**config.mk**
```make
export PLATFORM = sky130hd
export DESIGN_NAME = decode_branch_unit
export DESIGN_NICKNAME = d
export VERILOG_FILES = /design/src/rtl/decode_branch_unit.sv
export SDC_FILE = /design/constraint.sdc
export NUM_CORES = 1
export LEC_CHECK = 0
export CAP_MARGIN = 30
export CORE_ASPECT_RATIO = 1.1
export CORE_MARGIN = 2
export CORE_UTILIZATION = 45
export CTS_CLUSTER_DIAMETER = 200
export CTS_CLUSTER_SIZE = 12
export DETAILED_ROUTE_END_ITERATION = 8
export HOLD_SLACK_MARGIN = 0.05
export PLACE_DENSITY = 0.8
export SETUP_SLACK_MARGIN = 0.2
export SLEW_MARGIN = 15
export SYNTH_ARGS = -nofsm -noshare
export SYNTH_HDL_FRONTEND = slang
export SYNTH_SLANG_ARGS = --single-unit
```
**constraint.sdc**
```tcl
create_clock -name clk -period 7.6 [get_ports clk]
set_input_delay 1.52 -clock clk [delete_from_list [all_inputs] [get_ports clk]]
set_output_delay 1.52 -clock clk [all_outputs]
set_load 0.01 [all_outputs]
```
**src/rtl/decode_branch_unit.sv**
```systemverilog
// ---------------------------------------------------------------------------
// decode_branch_unit
//
// Decode stage sitting on the consuming end of the fetch interface. Decodes
// the fetched instruction, drives register-file read addresses, registers the
// decoded fields into the ID/EX latch and produces all fetch control:
// load-use stall, BEQ/JMP redirect with a one-slot wrong-path squash, and a
// sticky HALT.
//
// Ports:
//   clk, reset              clock; asynchronous active-high reset
//   if_instruction/pc/valid fetched instruction, its PC, valid flag
//   rs1_addr, rs2_addr      register-file read addresses (combinational)
//   rs1_data, rs2_data      register-file read data (same cycle)
//   stall, flush, jump      fetch control (combinational)
//   pc_sel, branch_target   taken-BEQ select and redirect target
//   id_*                    registered ID/EX latch contents
//   halted                  HALT retired; sticky until reset
// ---------------------------------------------------------------------------
module decode_branch_unit #(
    parameter logic [3:0] OP_LOAD  = 4'h8,
    parameter logic [3:0] OP_STORE = 4'h9,
    parameter logic [3:0] OP_BEQ   = 4'hB,
    parameter logic [3:0] OP_JMP   = 4'hC,
    parameter logic [3:0] OP_HALT  = 4'hF
) (
    input  logic        clk,
    input  logic        reset,
    input  logic [15:0] if_instruction,
    input  logic [7:0]  if_pc,
    input  logic        if_valid,
    output logic [3:0]  rs1_addr,
    output logic [3:0]  rs2_addr,
    input  logic [7:0]  rs1_data,
    input  logic [7:0]  rs2_data,
    output logic        stall,
    output logic        flush,
    output logic        jump,
    output logic        pc_sel,
    output logic [7:0]  branch_target,
    output logic        id_valid,
    output logic [3:0]  id_opcode,
    output logic [3:0]  id_rd,
    output logic [7:0]  id_rs1_val,
    output logic [7:0]  id_rs2_val,
    output logic [7:0]  id_imm,
    output logic [7:0]  id_pc,
    output logic        halted
);

    typedef enum logic [1:0] {
        ST_RUN    = 2'd0,
        ST_SQUASH = 2'd1,
        ST_HALTED = 2'd2
    } state_t;

    state_t      state_q, state_d;
    logic        id_valid_q, id_valid_d;
    logic [3:0]  id_opcode_q, id_opcode_d;
    logic [3:0]  id_rd_q, id_rd_d;
    logic [7:0]  id_rs1_val_q, id_rs1_val_d;
    logic [7:0]  id_rs2_val_q, id_rs2_val_d;
    logic [7:0]  id_imm_q, id_imm_d;
    logic [7:0]  id_pc_q, id_pc_d;
    logic        halted_q, halted_d;

    logic [3:0]  op, rd_f, rs1_f, rs2_f, rs2_sel;
    logic        reads_rs1, reads_rs2;
    logic        fire, hazard, issue, beq_taken, jmp_go;
    logic [7:0]  imm;
    logic [7:0]  target;

    assign op    = if_instruction[15:12];
    assign rd_f  = if_instruction[11:8];
    assign rs1_f = if_instruction[7:4];
    assign rs2_f = if_instruction[3:0];

    // STORE reads its data register from the rd field.
    assign rs2_sel = (op == OP_STORE) ? rd_f : rs2_f;

    always_comb begin
        reads_rs1 = 1'b0;
        reads_rs2 = 1'b0;
        imm       = 8'd0;
        if (op >= 4'd1 && op <= 4'd4) begin
            reads_rs1 = 1'b1;
            reads_rs2 = 1'b1;
        end else if (op == 4'd5 || op == OP_LOAD) begin
            reads_rs1 = 1'b1;
            imm       = {4'd0, rs2_f};
        end else if (op == OP_STORE || op == OP_BEQ) begin
            reads_rs1 = 1'b1;
            reads_rs2 = 1'b1;
        end
    end

    always_comb begin
        fire   = if_valid && (state_q == ST_RUN);
        // Hazard only against sources this instruction really reads, so a
        // stale field in an unused slot never causes a spurious stall.
        hazard = fire && id_valid_q && (id_opcode_q == OP_LOAD) &&
                 ((reads_rs1 && (id_rd_q == rs1_f)) ||
                  (reads_rs2 && (id_rd_q == rs2_sel)));
        issue     = fire && !hazard;
        beq_taken = issue && (op == OP_BEQ) && (rs1_data == rs2_data);
        jmp_go    = issue && (op == OP_JMP);

        target = 8'd0;
        if (beq_taken) begin
            target = if_pc + 8'd1 + {{4{rd_f[3]}}, rd_f};
        end else if (jmp_go) begin
            target = if_instruction[11:4];
        end
    end

    always_comb begin
        state_d      = state_q;
        id_valid_d   = issue;
        id_opcode_d  = id_opcode_q;
        id_rd_d      = id_rd_q;
        id_rs1_val_d = id_rs1_val_q;
        id_rs2_val_d = id_rs2_val_q;
        id_imm_d     = id_imm_q;
        id_pc_d      = id_pc_q;

        if (issue) begin
            id_opcode_d  = op;
            id_rd_d      = rd_f;
            id_rs1_val_d = rs1_data;
            id_rs2_val_d = rs2_data;
            id_imm_d     = imm;
            id_pc_d      = if_pc;
        end

        case (state_q)
            ST_RUN: begin
                if (beq_taken || jmp_go) begin
                    state_d = ST_SQUASH;
                end else if (issue && (op == OP_HALT)) begin
                    state_d = ST_HALTED;
                end
            end
            ST_SQUASH: state_d = ST_RUN;
            ST_HALTED: state_d = ST_HALTED;
            default:   state_d = ST_RUN;
        endcase

        halted_d = (state_d == ST_HALTED);
    end

    always_ff @(posedge clk or posedge reset) begin
        if (reset) begin
            state_q      <= ST_RUN;
            id_valid_q   <= 1'b0;
            id_opcode_q  <= 4'd0;
            id_rd_q      <= 4'd0;
            id_rs1_val_q <= 8'd0;
            id_rs2_val_q <= 8'd0;
            id_imm_q     <= 8'd0;
            id_pc_q      <= 8'd0;
            halted_q     <= 1'b0;
        end else begin
            state_q      <= state_d;
            id_valid_q   <= id_valid_d;
            id_opcode_q  <= id_opcode_d;
            id_rd_q      <= id_rd_d;
            id_rs1_val_q <= id_rs1_val_d;
            id_rs2_val_q <= id_rs2_val_d;
            id_imm_q     <= id_imm_d;
            id_pc_q      <= id_pc_d;
            halted_q     <= halted_d;
        end
    end

    assign rs1_addr      = rs1_f;
    assign rs2_addr      = rs2_sel;
    assign stall         = hazard;
    assign flush         = beq_taken || jmp_go;
    assign jump          = jmp_go;
    assign pc_sel        = beq_taken;
    assign branch_target = target;
    assign id_valid      = id_valid_q;
    assign id_opcode     = id_opcode_q;
    assign id_rd         = id_rd_q;
    assign id_rs1_val    = id_rs1_val_q;
    assign id_rs2_val    = id_rs2_val_q;
    assign id_imm        = id_imm_q;
    assign id_pc         = id_pc_q;
    assign halted        = halted_q;

endmodule

```
# Word level (Yosys, flattened, before mapping)
# Cells that the tools add are included.
dict set report classes {
  reduce_logical 18
  n_eq_ne 12
  n_lt_le_gt_ge 2
  mux 13
  addsub 2
}
# cell count
set op_table {}
lappend op_table {{== test 4 bit, second input constant} 6}
lappend op_table {{2-to-1 mux 8 bit} 2}
lappend op_table {{logical AND 1 bit} 12}
lappend op_table {{2-to-1 mux 4 bit} 3}
lappend op_table {{adder 8 x 1 -> 8 bit, second input constant} 1}
lappend op_table {{adder 8 bit} 1}
lappend op_table {{== test 4 bit} 2}
lappend op_table {{== test 8 bit} 1}
lappend op_table {{2-to-1 mux 1 bit} 5}
lappend op_table {{== test 2 bit, second input constant} 2}
lappend op_table {{== test 4 x 3 -> 1 bit, second input constant} 1}
lappend op_table {{>= comparator 4 x 1 -> 1 bit, second input constant} 1}
lappend op_table {{<= comparator 4 x 3 -> 1 bit, second input constant} 1}
lappend op_table {{logical OR 1 bit} 4}
lappend op_table {{2-to-1 mux 2 bit} 2}
lappend op_table {{one-hot mux 2 bit (2 select lines)} 1}
lappend op_table {{zero test 2 bit} 1}
lappend op_table {{zero test 1 bit} 1}
dict set report word_totals {
  wordCells 56
  register_bits 44
  inputBits 43
  output_inout_bits 62
}

# Logic depth before layout (Yosys ltp)
# Gate-level depths: netlist of the first run.
dict set report logic_depth {
  word_depth 16
  ltp_mapped 10
  mapped_depth_nobuf 10
}

# Worst setup path after synthesis of the first run
# OpenSTA, ideal clock, no wires.
dict set report synth_timing {
  path_kind {input to output}
  from {input port if_instruction[12]}
  to {output port branch_target[5]}
  arrival_ns 3.387
  stages 9
  path_buffers 3
  required_ns 6.080
  path_slack_ns 2.693
  cell_sequence {buf_6 and4bb_1 buf_6 mux2_2 xor2_1 o41ai_2 a21oi_2 buf_2 a21boi_0}
}
# element line_no
set synth_rtl {}
lappend synth_rtl {{from (decl)} 29} ;# input logic [15:0] if_instruction,
lappend synth_rtl {{== test 4 bit (*)} 79} ;# assign rs2_sel = (op == OP_STORE) ? rd_f : rs2_f;
lappend synth_rtl {{2-to-1 mux 4 bit (*)} 79}
lappend synth_rtl {{net rs2_addr[1]} 33} ;# output logic [3:0] rs2_addr,
lappend synth_rtl {{== test 4 bit (*)} 103} ;# (reads_rs2 && (id_rd_q == rs2_sel)));
lappend synth_rtl {{logical AND 1 bit (*)} 103}
lappend synth_rtl {{logical OR 1 bit (*)} 102} ;# ((reads_rs1 && (id_rd_q == rs1_f)) ||
lappend synth_rtl {{logical AND 1 bit (*)} 101} ;# hazard = fire && id_valid_q && (id_opcode_q == OP_LOAD) &&
lappend synth_rtl {{zero test 1 bit (*)} 104} ;# issue = fire && !hazard;
lappend synth_rtl {{logical AND 1 bit (*)} 104}
lappend synth_rtl {{logical AND 1 bit (on tied branches)} {106, 105}}
lappend synth_rtl {{2-to-1 mux 8 bit / logical AND 1 bit (equally long branches)} {111, 105}}
lappend synth_rtl {{2-to-1 mux 8 bit (*)} 109} ;# if (beq_taken) begin
lappend synth_rtl {{to (decl)} 40} ;# output logic [7:0] branch_target,
# Mark *: on every way through the listed nets, which the timed path passes. The rest lies on a longest branch.

# Final worst setup path of the first run
dict set report layout_timing {
  from {input port if_instruction[14]}
  to {output port branch_target[7]}
}
dict set report layout_between {
  elab_chain_len 13
}
# element line_no
set layout_lines {}
lappend layout_lines {{== test 4 bit (on tied branches)} {79, 91, 105}}
lappend layout_lines {{logical OR 1 bit} 91} ;# end else if (op == OP_STORE || op == OP_BEQ) begin
lappend layout_lines {{2-to-1 mux 1 bit} 91}
lappend layout_lines {{2-to-1 mux 1 bit} 88} ;# end else if (op == 4'd5 || op == OP_LOAD) begin
lappend layout_lines {{2-to-1 mux 1 bit} 85} ;# if (op >= 4'd1 && op <= 4'd4) begin
lappend layout_lines {{logical AND 1 bit (on tied branches)} {102, 103}}
lappend layout_lines {{logical OR 1 bit} 102}
lappend layout_lines {{logical AND 1 bit} 101}
lappend layout_lines {{zero test 1 bit} 104}
lappend layout_lines {{logical AND 1 bit} 104}
lappend layout_lines {{logical AND 1 bit (on tied branches)} {106, 105}}
lappend layout_lines {{2-to-1 mux 8 bit / logical AND 1 bit (equally long branches)} {111, 105}}
lappend layout_lines {{2-to-1 mux 8 bit (*)} 109}
# Mark *: on every way between the ends. The rest lies on a longest branch, timed or not.

==> metrics.yaml, run 1 <==
status: "complete, no violations"
nets: 385
vias: 2106
synth_warnings: 0
ys.flop_type: "dfrtp_1"
grt_max_degree: 41
hp-start: "id_rs2_val[4]$_DFFE_PP0P_"
viasPerCell: 5.14
firstDrtPassIters: 4
drt_wl_total_um: 6290
rrSetupSlack_ns: 5.00
cts_resized: 0
start_util: 0.471
finalSetupTns_ns: 0
synth_area_sq_um: 2570
crit_top_cell: "clkdlybuf4s50_1"
cts.clk_slew.worst_paths_ns: 0.08
ys_seq_area_frac: 0.389
clockBufferDepth: 2
startpoint_type: "input port"
cts_setup_buffers: 0
max_slew.worst_pin.slew_ns: 0.748
n_antenna_cell: 0
drv_slew: 0
cp.arrival_ns: 4.77
syn_inst: 241
die_height_um: 83.3
drc: 0
drtIter0Drc: 84
cp_data_required_time_ns: 6.08
yosysTopAreaCell: "dfrtp_1"
syn_area_per_cell_sq_um: 10.7
grt_pass1_vias: 2059
core-area_sq_um: 5470
synth_top_cell_area_share: 0.389
synth_edf_count: 0
insertion_delay_ns: 0.29
whs_endpoint: "id_rs2_val[4]$_DFFE_PP0P_"
grt_pass1_wl_um: 10300
holdWs_ns: 0.514
drive_above_1_share: 0.146
critPathMaxStageDelay_ns: 0.63
dp_hpwl_um: 4920
p_leak_nw: 1.52
overflow: 0
fin_util: 0.675
final_hold_viol_count: 0
fin_crit_sh: 0.828
cts_root_buf: "clkbuf_8"
crit_fanout: 25
synth_seq_cells: 40
crit_type: "input port to output port"
critPathCaptureType: "output port"
clock_skew_ns: 0.00672
synth.distinct_cells: 45
power_mw: 0.861
maxCapViolations: 0
cts_sinks: 40
die_w_um: 76.1
hold_class: "flop to flop"
crit_chain: "clkdlybuf4s50_1 -> and4bb_1 -> mux2_2 -> xor2_1 -> o41ai_2 -> a21oi_4 -> a21boi_0 -> clkdlybuf4s50_1"
antenna_found_initial: 0
r2r-end: "id_opcode[1]$_DFFE_PP0P_"
rows: 28
synth_area_leaders: "dfrtp_1, mux2_2, mux2_4"
place_congestion: 0.806
ios: 105
nFillCells: 464
rr_worst_depth: 7
cp_slowest_cell: "a21oi_4"
fmax_mhz: 159
htreeDepth: 2
ir_worst_vdd_uv: 126
track_usage: 0.202
wl_per_cell_um: 15.3
rsz0062_at_grt: "false"
setup_viol: 0
area_growth_pct: 43.2
slew_headroom: 0.500
power_density_nw_per_um2: 233
reg2reg_from: "id_rd[2]$_DFFE_PP0P_"
cts_tree: "built"
detail-route-antenna-nets: 0
synthArstFlopShare: 1.00
io_buffers: 100
timing.final.crit_period_ns: 6.29
cts_buffers: 5
hold_buffers: 0
die-area_sq_um: 6340
hold_path_depth: 1
-- critical path: cells and delay by family --
family,cells,cell delay (ns)
AOI/OAI and AO/OA,3,1.02
xor gates and xnor gates,1,0.17
buffers and inverters,2,1.15
muxes,1,0.41
and+or+nand+nor,1,0.49
-- cells in the mapped netlist (all sizes together), types with 6 or more instances --
cell type	number
nor2	9
nand2	13
o21ai	6
a21oi	6
mux2	36
nor3	7
buf	16
dfrtp	40
ha	7
xor2	18
nor2b	10
inv	14
-- sequential cells by signal, summed over array words and instances, names as in the netlist --
name,flops
halted,1
id_rd,4
id_imm,4
id_rs2_val,8
id_valid,1
id_opcode,4
id_rs1_val,8
state_q,2
id_pc,8
-- cell type report --
class | instances | area (sq um) | share of cell area
multi-input cells | 170 | 1400 | 0.378
repair buffers | 103 | 1020 | 0.278
flip-flops and latches | 40 | 1000 | 0.271
well taps | 75 | 93.8 | 0.0254
clock buffers | 6 | 82.6 | 0.0224
inverters | 14 | 52.6 | 0.0143
clock inverters | 2 | 38.8 | 0.0105
-- cells in the final DEF, fill, tap and decap left out, drive strengths merged, types with 5 or more instances in the layout --
cell type,instances
a22oi,5
nand3,5
clkbuf,6
nand2,13
mux2i,5
clkdlybuf4s50,100
nor2,9
nor3,7
nor2b,10
dfrtp,40
o21ai,6
mux2,36
ha,7
a21oi,6
inv,14
xor2,18
-- where the power goes --
group	switching, mW	total, mW	internal, mW
Sequential	0.0428	0.317	0.274
Combinational	0.140	0.360	0.220
Clock	0.0762	0.184	0.107
-- cell families after synthesis --
kind of cell             count (synthesis)  synth area share
flip-flops                              40             0.389
AO/OA/AOI/OAI                           33            0.0923
AND/OR/NAND/NOR                         64             0.137
buffers and inverters                   34            0.0768
adder cells (fa/ha/maj)                  8            0.0418
multiplexers                            41             0.194
XOR/XNOR                                20            0.0680
other                                    1           0.00146
-- through the flow --
step	worst slack (ns)	cell area, sq um	instances
after floorplan	2.69	2590	244
after global placement	1.39	3570	402
after detailed placement	1.29	3570	402
after CTS	1.29	3690	410
after global routing	1.05	3690	410
final	1.31	3690	410
-- worst max-delay path by stage --
stage / start / end / slack (ns) / depth (start not counted)
after floorplan: if_instruction[12] / branch_target[5] / 2.69 / 9
after global placement: if_instruction[14] / branch_target[7] / 1.39 / 8
after detailed placement: if_instruction[14] / branch_target[7] / 1.29 / 8
after CTS: if_instruction[14] / branch_target[7] / 1.29 / 8
after global routing: if_instruction[14] / branch_target[5] / 1.05 / 8
final: if_instruction[14] / branch_target[7] / 1.31 / 8
-- metal layers --
| metal | routed length, um | track usage |
|---|---|---|
| met2 | 3260 | 0.360 |
| met4 | 63 | 0.0496 |
| met3 | 309 | 0.0435 |
| met5 | 0 | 0 |
| met1 | 2660 | 0.248 |
No activity file was read; power rests on OpenSTA's default activity.
==> inputs of run 2 (changes only) <==
--- a/config.mk
+++ b/config.mk
@@ -8,12 +8,12 @@
 export CAP_MARGIN = 30
 export CORE_ASPECT_RATIO = 1.1
 export CORE_MARGIN = 2
-export CORE_UTILIZATION = 45
+export CORE_UTILIZATION = 44
 export CTS_CLUSTER_DIAMETER = 200
 export CTS_CLUSTER_SIZE = 12
 export DETAILED_ROUTE_END_ITERATION = 8
 export HOLD_SLACK_MARGIN = 0.05
-export PLACE_DENSITY = 0.8
+export PLACE_DENSITY = 0.79
 export SETUP_SLACK_MARGIN = 0.2
 export SLEW_MARGIN = 15
 export SYNTH_ARGS = -nofsm -noshare
==> constraint.sdc (replaced) <==
create_clock -name clk -period 6.3 [get_ports clk]
set_input_delay 1.26 -clock clk [delete_from_list [all_inputs] [get_ports clk]]
set_output_delay 1.26 -clock clk [all_outputs]
set_load 0.01 [all_outputs]
==> metrics.yaml, run 2 (same netlist as run 1, synthesis figures left out) <==
grt_pass1_wl_um: 10200  # -0.86%
grt_max_degree: 41  # unchanged
htreeDepth: 2  # unchanged
final_hold_viol_count: 0  # unchanged
pwr-share-seq: 0.365  # -0.003
cpLargestDelayFamily: "buffers and inverters"
final_common_cell: "clkdlybuf4s50_1"
ios: 105  # unchanged
crit_type: "input port to output port"
pwr-share-clk: 0.216  # +0.003
critPathCaptureType: "output port"
cts_sinks: 40  # unchanged
cts_tree: "built"
detail-route-antenna-nets: 0  # unchanged
swShare: 0.301  # +0.000484
track_usage: 0.198  # -0.00391
rows: 29  # +3.6%
grt_pass1_vias: 2091  # +1.6%
drtIter0Drc: 70  # -17%
cp.arrival_ns: 4.36  # -0.41 ns
ir_worst_vdd_uv: 180  # +43%
antenna_found_initial: 0  # unchanged
drive_above_1_share: 0.151  # +0.00507
status: "complete, no violations"
combPwrFrac: 0.419  # about the same
nets: 387  # +0.52%
fin_crit_sh: 0.892
drc: 0  # unchanged
register_area_sq_um: 1000  # unchanged
clock_skew_ns: 0.00656  # -0.000163 ns
cp_num_buf_inv: 2  # unchanged
cts_resized: 0  # unchanged
design_area_sq_um: 3700  # +0.47%
power_density_nw_per_um2: 281  # +20%
p_int_mw: 0.728  # +21%
rrSetupSlack_ns: 3.84  # -1.16 ns
die-area_sq_um: 6480  # +2.2%
crit_fanout: 20  # -20%
start_util: 0.452  # -0.0191
overflow: 0  # unchanged
io_buffers: 100  # unchanged
finalSetupTns_ns: 0  # unchanged
viasPerCell: 5.08  # -1.1%
critPathMaxStageDelay_ns: 0.58  # -0.05 ns
n_antenna_cell: 0  # unchanged
post-place-cells: 406  # +1.0%
die_height_um: 84.2  # +1.1%
fmax_mhz: 178
instances_no_fill: 414  # +0.98%
clockBufferDepth: 2  # unchanged
crit_chain: "clkdlybuf4s50_1 -> and4bb_1 -> mux2_2 -> xor2_1 -> o41ai_2 -> a21oi_4 -> a21boi_0 -> clkdlybuf4s50_1"
place_congestion: 0.819  # +1.6%
cts.clk_slew.worst_paths_ns: 0.08  # about the same
dpl-instance-area_sq_um: 3580  # +0.49%
rsz0062_at_grt: "false"
area_growth_pct: 43.9
core-area_sq_um: 5700  # +4.2%
startpoint_type: "input port"
slew_headroom: 0.550  # +0.0501
rr_worst_depth: 7  # unchanged
final_cell_mix: "clkdlybuf4s50_1, dfrtp_1, mux2_2, xor2_1, inv_1"
hold_path_depth: 1  # unchanged
timing.final.crit_period_ns: 5.62
max_slew.worst_pin.slew_ns: 0.668  # -0.0796 ns
multi_input_area_sq_um: 1400  # unchanged
firstDrtPassIters: 4  # unchanged
setup_viol: 0  # unchanged
vias: 2103  # -0.14%
p_switching_mw: 0.314  # +21%
insertion_delay_ns: 0.29  # about the same
dp_hpwl_um: 4810  # -2.4%
maxCapViolations: 0  # unchanged
crit_top_cell: "clkdlybuf4s50_1"
cts_root_buf: "clkbuf_8"
cp_slowest_cell: "clkdlybuf4s50_1"
die_w_um: 76.9  # +1.1%
hold_buffers: 0  # unchanged
cts_buffers: 5  # unchanged
wl_per_cell_um: 15.2  # -0.90%
power_mw: 1.04  # +21%
cp_num_cells: 8  # unchanged
p_leak_nw: 1.53  # +0.65%
drt_wl_total_um: 6290  # about the same
drv_slew: 0  # unchanged
hold_class: "flop to flop"
cts_setup_buffers: 0  # unchanged
nFillCells: 487  # +5.0%
cp_data_required_time_ns: 5.04  # -1.04 ns
## run 2: power groups by stage
stage               combinational, mW  clock, mW  sequential [mW]
floorplan                       0.193          0            0.415
global placement                0.433          0            0.383
detailed placement              0.440          0            0.385
CTS                             0.442      0.232            0.381
global route                    0.466      0.243            0.390
finish                          0.437      0.225            0.380
## run 2: cell type report
type	count	area share
timing repair buffer	105	0.280
sequential	40	0.270
multi-input combinational	170	0.377
clock inverter	2	0.0105
clock buffer	6	0.0223
inverter	14	0.0142
tap	77	0.0260
## run 2: final timing paths
path                                        endpoint                 start
setup / recovery                    branch_target[7]    if_instruction[13]
hold / removal                  id_pc[0]$_DFFE_PP0P_  id_pc[0]$_DFFE_PP0P_
setup reg to reg           id_rs2_val[1]$_DFFE_PP0P_  id_rd[2]$_DFFE_PP0P_
hold reg to reg                 id_pc[0]$_DFFE_PP0P_  id_pc[0]$_DFFE_PP0P_
max in group asynchronous       id_rd[3]$_DFFE_PP0P_                 reset
min in group asynchronous  id_rs1_val[0]$_DFFE_PP0P_                 reset
## run 2: routing by layer
metal,track usage,vias to the layer above,share of wire,routed length [um]
li1,-,1021,-,-
met1,0.256,1011,0.44,2770
met2,0.332,62,0.50,3160
met3,0.0387,9,0.041,255
met4,0.0694,0,0.018,112
met5,0,-,0,0
## run 2: stage by stage
stage          setup WS [ns]  hold WS [ns]   util
2_1_floorplan           1.91         0.497      -
3_3_place_gp           0.770         0.488  0.629
3_5_place_dp           0.672         0.493  0.629
4_1_cts                0.657         0.515  0.650
5_1_grt                0.474         0.524  0.650
6_report               0.678         0.511  0.650
